--- src/rtl/sudoku_hex_serializer.sv ---
// ----------------------------------------------------------------------------
// sudoku_hex_serializer
//
// Captures an 81-cell packed hex sudoku grid (4 bits per cell) on a start
// pulse into a private shadow register. It then streams the grid out in
// row-major order over a valid/ready interface, one symbol per cycle.
//
// ASCII_MODE = 0 : raw digit on out_data[3:0], 81 symbols per grid.
// ASCII_MODE = 1 : '.', '1'..'9' or '?' per cell, plus a newline after each
//                  row, 90 symbols per grid.
//
// Ports
//   clk        : clock, rising edge
//   rst_n      : asynchronous active-low reset
//   hex_in     : packed grid, cell i = hex_in[i*4+3:i*4], row=i/9, col=i%9
//   start      : capture request, only honoured while idle
//   busy       : a grid is being streamed (identical to out_valid)
//   out_valid  : symbol available
//   out_ready  : consumer accepts the symbol
//   out_data   : symbol byte
//   out_row    : row of the current symbol (0..8)
//   out_col    : column of the current symbol (0..8), 9 for a newline
//   out_eol    : current symbol is a newline (ASCII mode only)
//   out_last   : current symbol is the final symbol of the grid
//
// All outputs are decoded from registered state only; out_ready and start
// steer the next state but never reach an output combinationally.
// ----------------------------------------------------------------------------
module sudoku_hex_serializer #(
  parameter int unsigned ASCII_MODE = 0
) (
  input  logic         clk,
  input  logic         rst_n,
  input  logic [323:0] hex_in,
  input  logic         start,
  output logic         busy,
  output logic         out_valid,
  input  logic         out_ready,
  output logic [7:0]   out_data,
  output logic [3:0]   out_row,
  output logic [3:0]   out_col,
  output logic         out_eol,
  output logic         out_last
);

  localparam bit ASCII = (ASCII_MODE != 0);

  typedef enum logic [1:0] {
    S_IDLE,
    S_SEND,
    S_EOL
  } state_t;

  state_t         r_state;
  state_t         w_state_nxt;
  logic [323:0]   r_shadow;
  logic [323:0]   w_shadow_nxt;
  logic [3:0]     r_row;
  logic [3:0]     w_row_nxt;
  logic [3:0]     r_col;
  logic [3:0]     w_col_nxt;

  logic           w_fire;
  logic [6:0]     w_cell;
  logic [3:0]     w_digit;
  logic [7:0]     w_char;

  // Current cell index and its digit from the shadow copy.
  assign w_cell  = 7'(r_row) * 7'd9 + 7'(r_col);
  assign w_digit = r_shadow[{w_cell, 2'b00} +: 4];

  // Handshake; out_valid is itself a decode of r_state.
  assign w_fire  = out_valid && out_ready;

  // Symbol encoding for a data cell.
  always_comb begin
    w_char = '0;
    if (!ASCII) begin
      w_char = {4'h0, w_digit};
    end else if (w_digit == 4'd0) begin
      w_char = 8'h2E;
    end else if (w_digit <= 4'd9) begin
      w_char = 8'h30 + {4'h0, w_digit};
    end else begin
      w_char = 8'h3F;
    end
  end

  // Output decode: everything is zero while idle.
  always_comb begin
    out_valid = 1'b0;
    out_data  = '0;
    out_row   = '0;
    out_col   = '0;
    out_eol   = 1'b0;
    out_last  = 1'b0;
    unique case (r_state)
      S_SEND: begin
        out_valid = 1'b1;
        out_data  = w_char;
        out_row   = r_row;
        out_col   = r_col;
        out_last  = !ASCII && (r_row == 4'd8) && (r_col == 4'd8);
      end
      S_EOL: begin
        out_valid = 1'b1;
        out_data  = 8'h0A;
        out_row   = r_row;
        out_col   = 4'd9;
        out_eol   = 1'b1;
        out_last  = (r_row == 4'd8);
      end
      default: begin
      end
    endcase
    busy = out_valid;
  end

  // Next-state logic. Leaving the stream clears row/col/shadow so the idle
  // state always looks like the reset state.
  always_comb begin
    w_state_nxt  = r_state;
    w_row_nxt    = r_row;
    w_col_nxt    = r_col;
    w_shadow_nxt = r_shadow;
    unique case (r_state)
      S_IDLE: begin
        if (start) begin
          w_shadow_nxt = hex_in;
          w_row_nxt    = '0;
          w_col_nxt    = '0;
          w_state_nxt  = S_SEND;
        end
      end
      S_SEND: begin
        if (w_fire) begin
          if (r_col < 4'd8) begin
            w_col_nxt = r_col + 4'd1;
          end else if (ASCII) begin
            w_state_nxt = S_EOL;
          end else if (r_row < 4'd8) begin
            w_row_nxt = r_row + 4'd1;
            w_col_nxt = '0;
          end else begin
            w_state_nxt  = S_IDLE;
            w_row_nxt    = '0;
            w_col_nxt    = '0;
            w_shadow_nxt = '0;
          end
        end
      end
      S_EOL: begin
        if (w_fire) begin
          if (r_row < 4'd8) begin
            w_row_nxt   = r_row + 4'd1;
            w_col_nxt   = '0;
            w_state_nxt = S_SEND;
          end else begin
            w_state_nxt  = S_IDLE;
            w_row_nxt    = '0;
            w_col_nxt    = '0;
            w_shadow_nxt = '0;
          end
        end
      end
      default: begin
        w_state_nxt  = S_IDLE;
        w_row_nxt    = '0;
        w_col_nxt    = '0;
        w_shadow_nxt = '0;
      end
    endcase
  end

  always_ff @(posedge clk or negedge rst_n) begin
    if (!rst_n) begin
      r_state  <= S_IDLE;
      r_row    <= '0;
      r_col    <= '0;
      r_shadow <= '0;
    end else begin
      r_state  <= w_state_nxt;
      r_row    <= w_row_nxt;
      r_col    <= w_col_nxt;
      r_shadow <= w_shadow_nxt;
    end
  end

endmodule
--- config.mk ---
export PLATFORM = sky130hd
export DESIGN_NAME = sudoku_hex_serializer
export DESIGN_NICKNAME = d
export VERILOG_FILES = /design/src/rtl/sudoku_hex_serializer.sv
export SDC_FILE = /design/constraint.sdc
export NUM_CORES = 1
export LEC_CHECK = 0
export CAP_MARGIN = 20
export CELL_PAD_IN_SITES_DETAIL_PLACEMENT = 1
export CELL_PAD_IN_SITES_GLOBAL_PLACEMENT = 1
export CORE_ASPECT_RATIO = 1.75
export CORE_MARGIN = 10
export CORE_UTILIZATION = 39
export CTS_CLUSTER_SIZE = 24
export DETAILED_ROUTE_END_ITERATION = 10
export PLACE_DENSITY_LB_ADDON = 0.1
export SETUP_SLACK_MARGIN = 0.2
export SLEW_MARGIN = 20
export SYNTH_ARGS = -nofsm -noshare
export SYNTH_HDL_FRONTEND = slang
export SYNTH_SLANG_ARGS = --single-unit
--- constraint.sdc ---
create_clock -name clk -period 4.1 [get_ports clk]
set_input_delay 0.41 -clock clk [delete_from_list [all_inputs] [get_ports clk]]
set_output_delay 0.41 -clock clk [all_outputs]
set_load 0.01 [all_outputs]
==> key figures, run 1 <==
Run status
  – Status: complete, but fails checks
  – Failing checks: negative hold slack

Power and ir drop
  – Internal power: 0.0109 W
  – Sw frac: between 30 and 40%
  – Register share of total power: 34.5%
  – Pwr dens: 790 nW/um2
  – Clock power frac: between 10% and 20%
  – Static Leakage: 9.89 nW
  – VDD IR max: 0.457 mV
  – Comb power frac: 47.4%
  – Net Switching: 0.00658 W

Global routing
  – GR Util All Layers: 23.3%
  – Vias in the first global route: 15,600
  – First-pass GRT wire length: 92,300 um
  – Initial antenna violation count: 4
  – Grt ovf: 0
  – Largest net degree at the start of global routing: 229

Layout
  – Most common cell after layout, fill and taps aside: nand2_1
  – Fin area: about 22,000 um2
  – P&R area growth vs syn: 35.4%
  – Reg area: 8330 um2
  – Nets: 2,375
  – Layout cells sized above 1: about an eighth
  – Multi-input gate area: 7580 um2
  – Most frequent cells in the layout: 665 x nand2_1, 336 x clkdlybuf4s50_1, 335 x nand3_1
  – FILL cells: ~4,700

STA
  – Tcrit/Tclk final: between 90% and 100%
  – RSZ-0062 raised after global routing: yes
  – Slew Limit Fails: 0
  – Final setup viols: 0
  – Skew final: between 0.02 and 0.03 ns
  – Setup tns final: 0 ns
  – Hold_ws: -0.0467 ns
  – Fmax: 246 MHz
  – Tightest Pin Transition: 1.15 ns
  – Final hold viol count: 24
  – Post-route minimum period: about 4.1 ns
  – Slew HR: 23.1%

Setup path
  – CP Launch Type: flop
  – WP data arrival: 3.65 ns
  – R2R depth: 7
  – Worst path bufs/invs: 4
  – Critical path required time: 3.69 ns
  – CP Max Fanout: 6
  – Worst setup path class: reg -> out
  – CP max stage delay: 0.45 ns
  – CP max stage cell: mux4_2
  – Top Family by Delay on Critical Path: multiplexers
  – WP depth: 12
  – CP cell instances: buf_6, ha_4, ha_4, fa_2, xor2_4, buf_6, buf_12, mux4_2, mux4_2, mux2i_1, o211ai_1, buf_2
  – Endpoint type of the worst setup path: output pin

Route
  – Drt drc: 0
  – DRT Wirelength: 60,000 um
  – Vias per inst: 5.28
  – WL/cell: 23.0 um
  – Post-DRT Antenna Nets: 0
  – Detailed Routing Iterations Pass 1: 5
  – DR vias: between 10,000 and 15,000
  – Initial DRC count: about 950

Clock tree
  – Clock root cell: clkbuf_16
  – Sink Count: 333
  – CTS tree: done
  – Deepest clock path buffer count: 3
  – Clock Pin Slew Worst Setup and Hold Paths: 0.06 ns
  – Number of buffers created by CTS: 35
  – Clk_lat worst skew: between 0.5 and 0.6 ns
  – CTS H-tree lvls: 2

Synth
  – Synth Warn #: 0
  – Syn Std Cell Area: 16,300 um2
  – Synth Flop Type: dfrtp_1
  – Syn Area/Cell: about 9.6 um2
  – Post-synthesis cell count: ~1,700
  – Post-synth EDFFs: 0
  – Post-synthesis sequential area ratio: around half
  – Asr flop ratio synth: 100%
  – Yosys cell types: 51
  – Synthesized flop and latch total: 333

Die
  – IO Count: 348
  – CORE AREA: 41,600 um2
  – Chip width: 175 um
  – Die Area: 50,800 um2
  – Row Count: slightly below 100
  – Initial Util: 39.3%
  – Die Height: around 290 um

Placed design
  – Placed Area: approximately 20,000 um2
  – GPL Wtd Cong: 0.864
  – # port buffers: approximately 340
  – DP HPWL: 44,100 um

Worst hold path
  – Worst min path class: in -> async

Flow run
  – Maxcap violations: 0
synthesized netlist by cell type (2+ instances only):
master	n	area, um2
buf_12	3	60.1
a21oi_1	3	15.0
mux4_2	78	1760
and3_1	2	12.5
nand4_1	3	18.8
buf_2	8	40.0
dfrtp_1	333	8330
a211oi_1	9	67.6
mux2i_1	29	290
inv_1	8	30.0
mux4_4	2	50.1
or4_1	2	15.0
a2111o_1	2	22.5
mux2_2	2	22.5
ha_1	16	200
and2_1	5	31.3
o21ai_0	10	50.1
nor2_1	10	37.5
nor4_1	3	18.8
nor2b_1	7	43.8
a31oi_1	3	18.8
nor3_1	2	10.0
nand3_1	336	1680
o31ai_1	4	30.0
a2111oi_0	2	17.5
buf_1	9	33.8
clkbuf_1	105	394
buf_6	3	33.8
buf_4	13	97.6
mux4_1	7	184
nand2_1	665	2500
o2111ai_1	2	17.5
nand2b_1	2	12.5
a21o_1	3	22.5
state kept, by name, indices dropped and copies added (netlist names):
| signal | flops |
|---|---|
| r_row | 4 |
| r_shadow | 324 |
| r_col | 4 |
| r_state | 1 |
metal layers:
| metal | vias up | wire (um) | global-route usage (%) |
|---|---|---|---|
| li1 | 6442 | - | - |
| met2 | 343 | 32700 | 43.2 |
| met3 | 80 | 2690 | 4.04 |
| met5 | - | 0 | 0 |
| met4 | 0 | 1950 | 8.53 |
| met1 | 6933 | 22600 | 25.9 |
path summary, 6_finish.rpt:
check                                          start  slack (ns)                         to
max reg2reg                   r_state[0]$_DFFE_PN0P_        1.24   r_shadow[65]$_DFFE_PN0P_
min in group clk                               start        0.42   r_shadow[96]$_DFFE_PN0P_
min                                            rst_n       -0.05  r_shadow[267]$_DFFE_PN0P_
max in group asynchronous                      rst_n        2.89   r_shadow[49]$_DFFE_PN0P_
max                             r_row[0]$_DFFE_PN0P_        0.04                out_data[1]
min reg2reg                r_shadow[136]$_DFFE_PN0P_        0.46  r_shadow[136]$_DFFE_PN0P_
per-stage QoR:
step                total power, W  utilization (%)  std cells  hold slack, ns  setup WS (ns)
global route                0.0186             53.2       2614          0.0241        -0.0561
global placement            0.0132             48.9       2516           0.445         -0.106
finish                      0.0175             53.2       2614         -0.0467         0.0364
detailed placement          0.0135             48.9       2516           0.454         -0.145
floorplan                   0.0104                -       1712           0.114          0.577
CTS                         0.0175             53.0       2609          0.0131          0.102
layout make-up:
| class | instances | area share (%) |
|---|---|---|
| tap | 555 | 3.14 |
| antenna | 4 | 0.0452 |
| clock buffer | 51 | 4.64 |
| multi-input combinational | 1228 | 34.3 |
| sequential | 333 | 37.7 |
| inverter | 9 | 0.187 |
| clock inverter | 11 | 0.509 |
| timing repair buffer | 423 | 19.6 |
power groups by stage:
stage | Sequential, W | Combinational, W | Clock [W]
2_1_floorplan | 0.00555 | 0.00484 | 0
3_3_place_gp | 0.00603 | 0.00716 | 0
3_5_place_dp | 0.00606 | 0.00741 | 0
4_1_cts | 0.00602 | 0.00824 | 0.00324
5_1_grt | 0.00619 | 0.00902 | 0.00337
6_report | 0.00602 | 0.00828 | 0.00318
cells by family after synthesis:
logic type,count (synthesis),synth area share [%]
flops,333,51.0
simple gates,1042,27.0
mux,118,14.1
compound gates,43,1.88
buf+inv,151,4.29
xor+xnor,3,0.322
fa+ha+maj,17,1.35
other cells,1,0.0230
repair_timing:
action | CTS | global route
cloned | 3 | 0
endpoints found under the setup margin | 4 | 4
buffers inserted | 28 | 1
pin swaps | 8 | 5
gates resized for setup | 63 | 11
hold buffers | 0 | 0
(Power assumes the default switching activity.)
==> inputs of run 2 (changes only) <==
--- a/config.mk
+++ b/config.mk
@@ -10,7 +10,7 @@
 export CELL_PAD_IN_SITES_GLOBAL_PLACEMENT = 1
 export CORE_ASPECT_RATIO = 1.75
 export CORE_MARGIN = 10
-export CORE_UTILIZATION = 39
+export CORE_UTILIZATION = 35
 export CTS_CLUSTER_SIZE = 24
 export DETAILED_ROUTE_END_ITERATION = 10
 export PLACE_DENSITY_LB_ADDON = 0.1
==> constraint.sdc (replaced) <==
create_clock -name clk -period 3.3 [get_ports clk]
set_input_delay 0.33 -clock clk [delete_from_list [all_inputs] [get_ports clk]]
set_output_delay 0.33 -clock clk [all_outputs]
set_load 0.01 [all_outputs]
==> run 2 against run 1 <==
  * The run ends with negative setup slack left
  * Global-route usage is 2.2 points lower
  * Clock skew is 0.015 ns lower
  * Total power is 26% higher
  * Critical path depth stayed put
  * Critical path type unchanged
==> key figures, run 2 (synthesis gave the netlist of run 1 again) <==
Run status
  – Status: complete, but fails checks
  – Failing checks: negative setup slack

Setup path
  – Worst flop-to-flop path startpoint: r_state[0]$_DFFE_PN0P_
  – CP max stage cell: mux4_2
  – Reg2Reg Setup Slack: roughly 0.69 ns
  – Critical path required time: 2.97 ns
  – CP max stage delay: 0.53 ns
  – CP Max Fanout: 5
  – R2R Path End: r_col[2]$_DFFE_PN0P_
  – Endpoint type of the worst setup path: output pin
  – Worst path bufs/invs: 4
  – CP cell instances: inv_2, ha_4, ha_4, ha_4, xor2_4, buf_4, buf_6, mux4_2, nand2_1, a2111oi_2, or4_1, buf_2
  – Top Family by Delay on Critical Path: adder cells
  – CP most frequent cell: ha_4
  – WP data arrival: approximately 3.6 ns
  – Worst setup path class: reg -> out
  – CP Launch Type: flop
  – R2R depth: 6

Layout
  – P&R area growth vs syn: 37.0%
  – Most frequent cells in the layout: 665 x nand2_1, 336 x clkdlybuf4s50_1, 335 x nand3_1
  – Most common cell after layout, fill and taps aside: nand2_1
  – Max reg flops: 324
  – Layout cells sized above 1: 12.9%
  – Multi-input gate area: 7570 um2
  – Biggest regs: r_shadow x324, r_col x4, r_row x4
  – Biggest register: r_shadow
  – Nets: 2,384
  – Fin area: 22,400 um2
  – Reg area: 8330 um2
  – FILL cells: 5,163

Clock tree
  – Deepest clock path buffer count: 3
  – Clk_lat worst skew: 0.53 ns
  – Clock Pin Slew Worst Setup and Hold Paths: 0.06 ns
  – Clock root cell: clkbuf_16
  – Number of buffers created by CTS: 35
  – CTS tree: done
  – Sink Count: ~330
  – CTS H-tree lvls: 2

STA
  – Slew Limit Fails: 0
  – Skew final: 0.0101 ns
  – Tcrit/Tclk final: 118%
  – Setup tns final: -2.13 ns
  – Tightest Pin Transition: 1.06 ns
  – Slew HR: 29.0%
  – Post-route minimum period: around 3.9 ns
  – Fmax: ~260 MHz
  – Setup ws final: -0.593 ns
  – Final setup viols: 4
  – Hold_ws: 0.214 ns
  – RSZ-0062 raised after global routing: yes
  – Final hold viol count: 0

Die
  – Row Count: 104
  – IO Count: 348
  – Initial Util: ~35%
  – Die Area: around 56,000 um2
  – Die Height: 306 um
  – Chip width: 183 um
  – CORE AREA: around 46,000 um2

Placed design
  – # port buffers: 342
  – DP HPWL: between 40,000 and 50,000 um
  – Setup Slack @ Placement: -0.748 ns
  – Placed Area: ~21,000 um2
  – GPL Wtd Cong: 0.867

Power and ir drop
  – Pwr dens: 983 nW/um2
  – VDD IR max: around 0.39 mV
  – Static Leakage: around 10 nW
  – Tot Pwr: 0.0220 W

Route
  – WL/cell: 22.6 um
  – Detailed Routing Iterations Pass 1: 4
  – DRT Wirelength: 59,900 um
  – DR vias: 13,800
  – Drt drc: 0
  – Vias per inst: 5.21
  – Post-DRT Antenna Nets: 0
  – Initial DRC count: roughly 760

Global routing
  – First-pass GRT wire length: 92,200 um
  – Vias in the first global route: 15,400
  – Initial antenna violation count: 4
  – Largest net degree at the start of global routing: slightly above 200
  – GR Util All Layers: between 20% and 30%
  – Grt ovf: 0

Worst hold path
  – Worst min path class: in -> reg
  – Hold path depth: 3
  – HP Start: start
  – Hold Crit Endpoint: r_shadow[266]$_DFFE_PN0P_

Flow run
  – Maxcap violations: 0
==> run 2: tightest hold or removal path, cell delays in order <==
cell     delay (ns)
buf_8          0.18
nand3_1        0.13
nand2_1        0.05
==> run 2: stage by stage <==
stage,cells,util [%]
after floorplan,1712,-
after global placement,2574,45.2
after detailed placement,2574,45.2
after CTS,2645,48.5
after global routing,2649,48.6
final,2649,48.6
==> run 2: where the power goes <==
| part | internal [W] | switching, W | total (W) |
|---|---|---|---|
| Sequential | 0.00613 | 0.00122 | 0.00735 |
| Clock | 0.00269 | 0.00168 | 0.00436 |
| Combinational | 0.00505 | 0.00524 | 0.0103 |
| Total | 0.0139 | 0.00814 | 0.0220 |
==> run 2: layout make-up <==
| class | instances | area share [%] |
|---|---|---|
| Sequential cell | 333 | 37.2 |
| Antenna cell | 3 | 0.0335 |
| Timing Repair Buffer | 432 | 19.9 |
| Inverter | 9 | 0.184 |
| Clock inverter | 13 | 1.10 |
| Multi-Input combinational cell | 1228 | 33.8 |
| Tap cell | 583 | 3.26 |
| Clock buffer | 48 | 4.50 |
==> run 2: metal layers <==
| layer | share of wire, % | global-route usage (%) |
|---|---|---|
| met5 | 0.013 | 0 |
| met4 | 2.9 | 7.48 |
| met3 | 5.0 | 4.43 |
| met2 | 53 | 38.4 |
| met1 | 39 | 23.7 |
==> run 2: what timing repair did <==
item / in CTS / in global routing
gates resized for setup: 44 / 9
endpoints found under the hold margin: 64 / 0
setup endpoints to repair: 4 / 4
pin swaps: 4 / 4
buffers inserted: 8 / 1
cloned: 1 / 0
hold buffers: 1 / 0
==> run 2: how the worst max path moves through the flow <==
stage	depth (start not counted)	to	from
finish	12	out_data[0]	r_row[0]$_DFFE_PN0P_
detailed placement	11	out_data[3]	r_row[0]$_DFFE_PN0P_
global route	13	out_data[1]	r_row[0]$_DFFE_PN0P_
CTS	12	out_data[1]	r_col[1]$_DFFE_PN0P_
global placement	11	out_data[3]	r_row[0]$_DFFE_PN0P_
floorplan	9	out_data[1]	r_row[1]$_DFFE_PN0P_
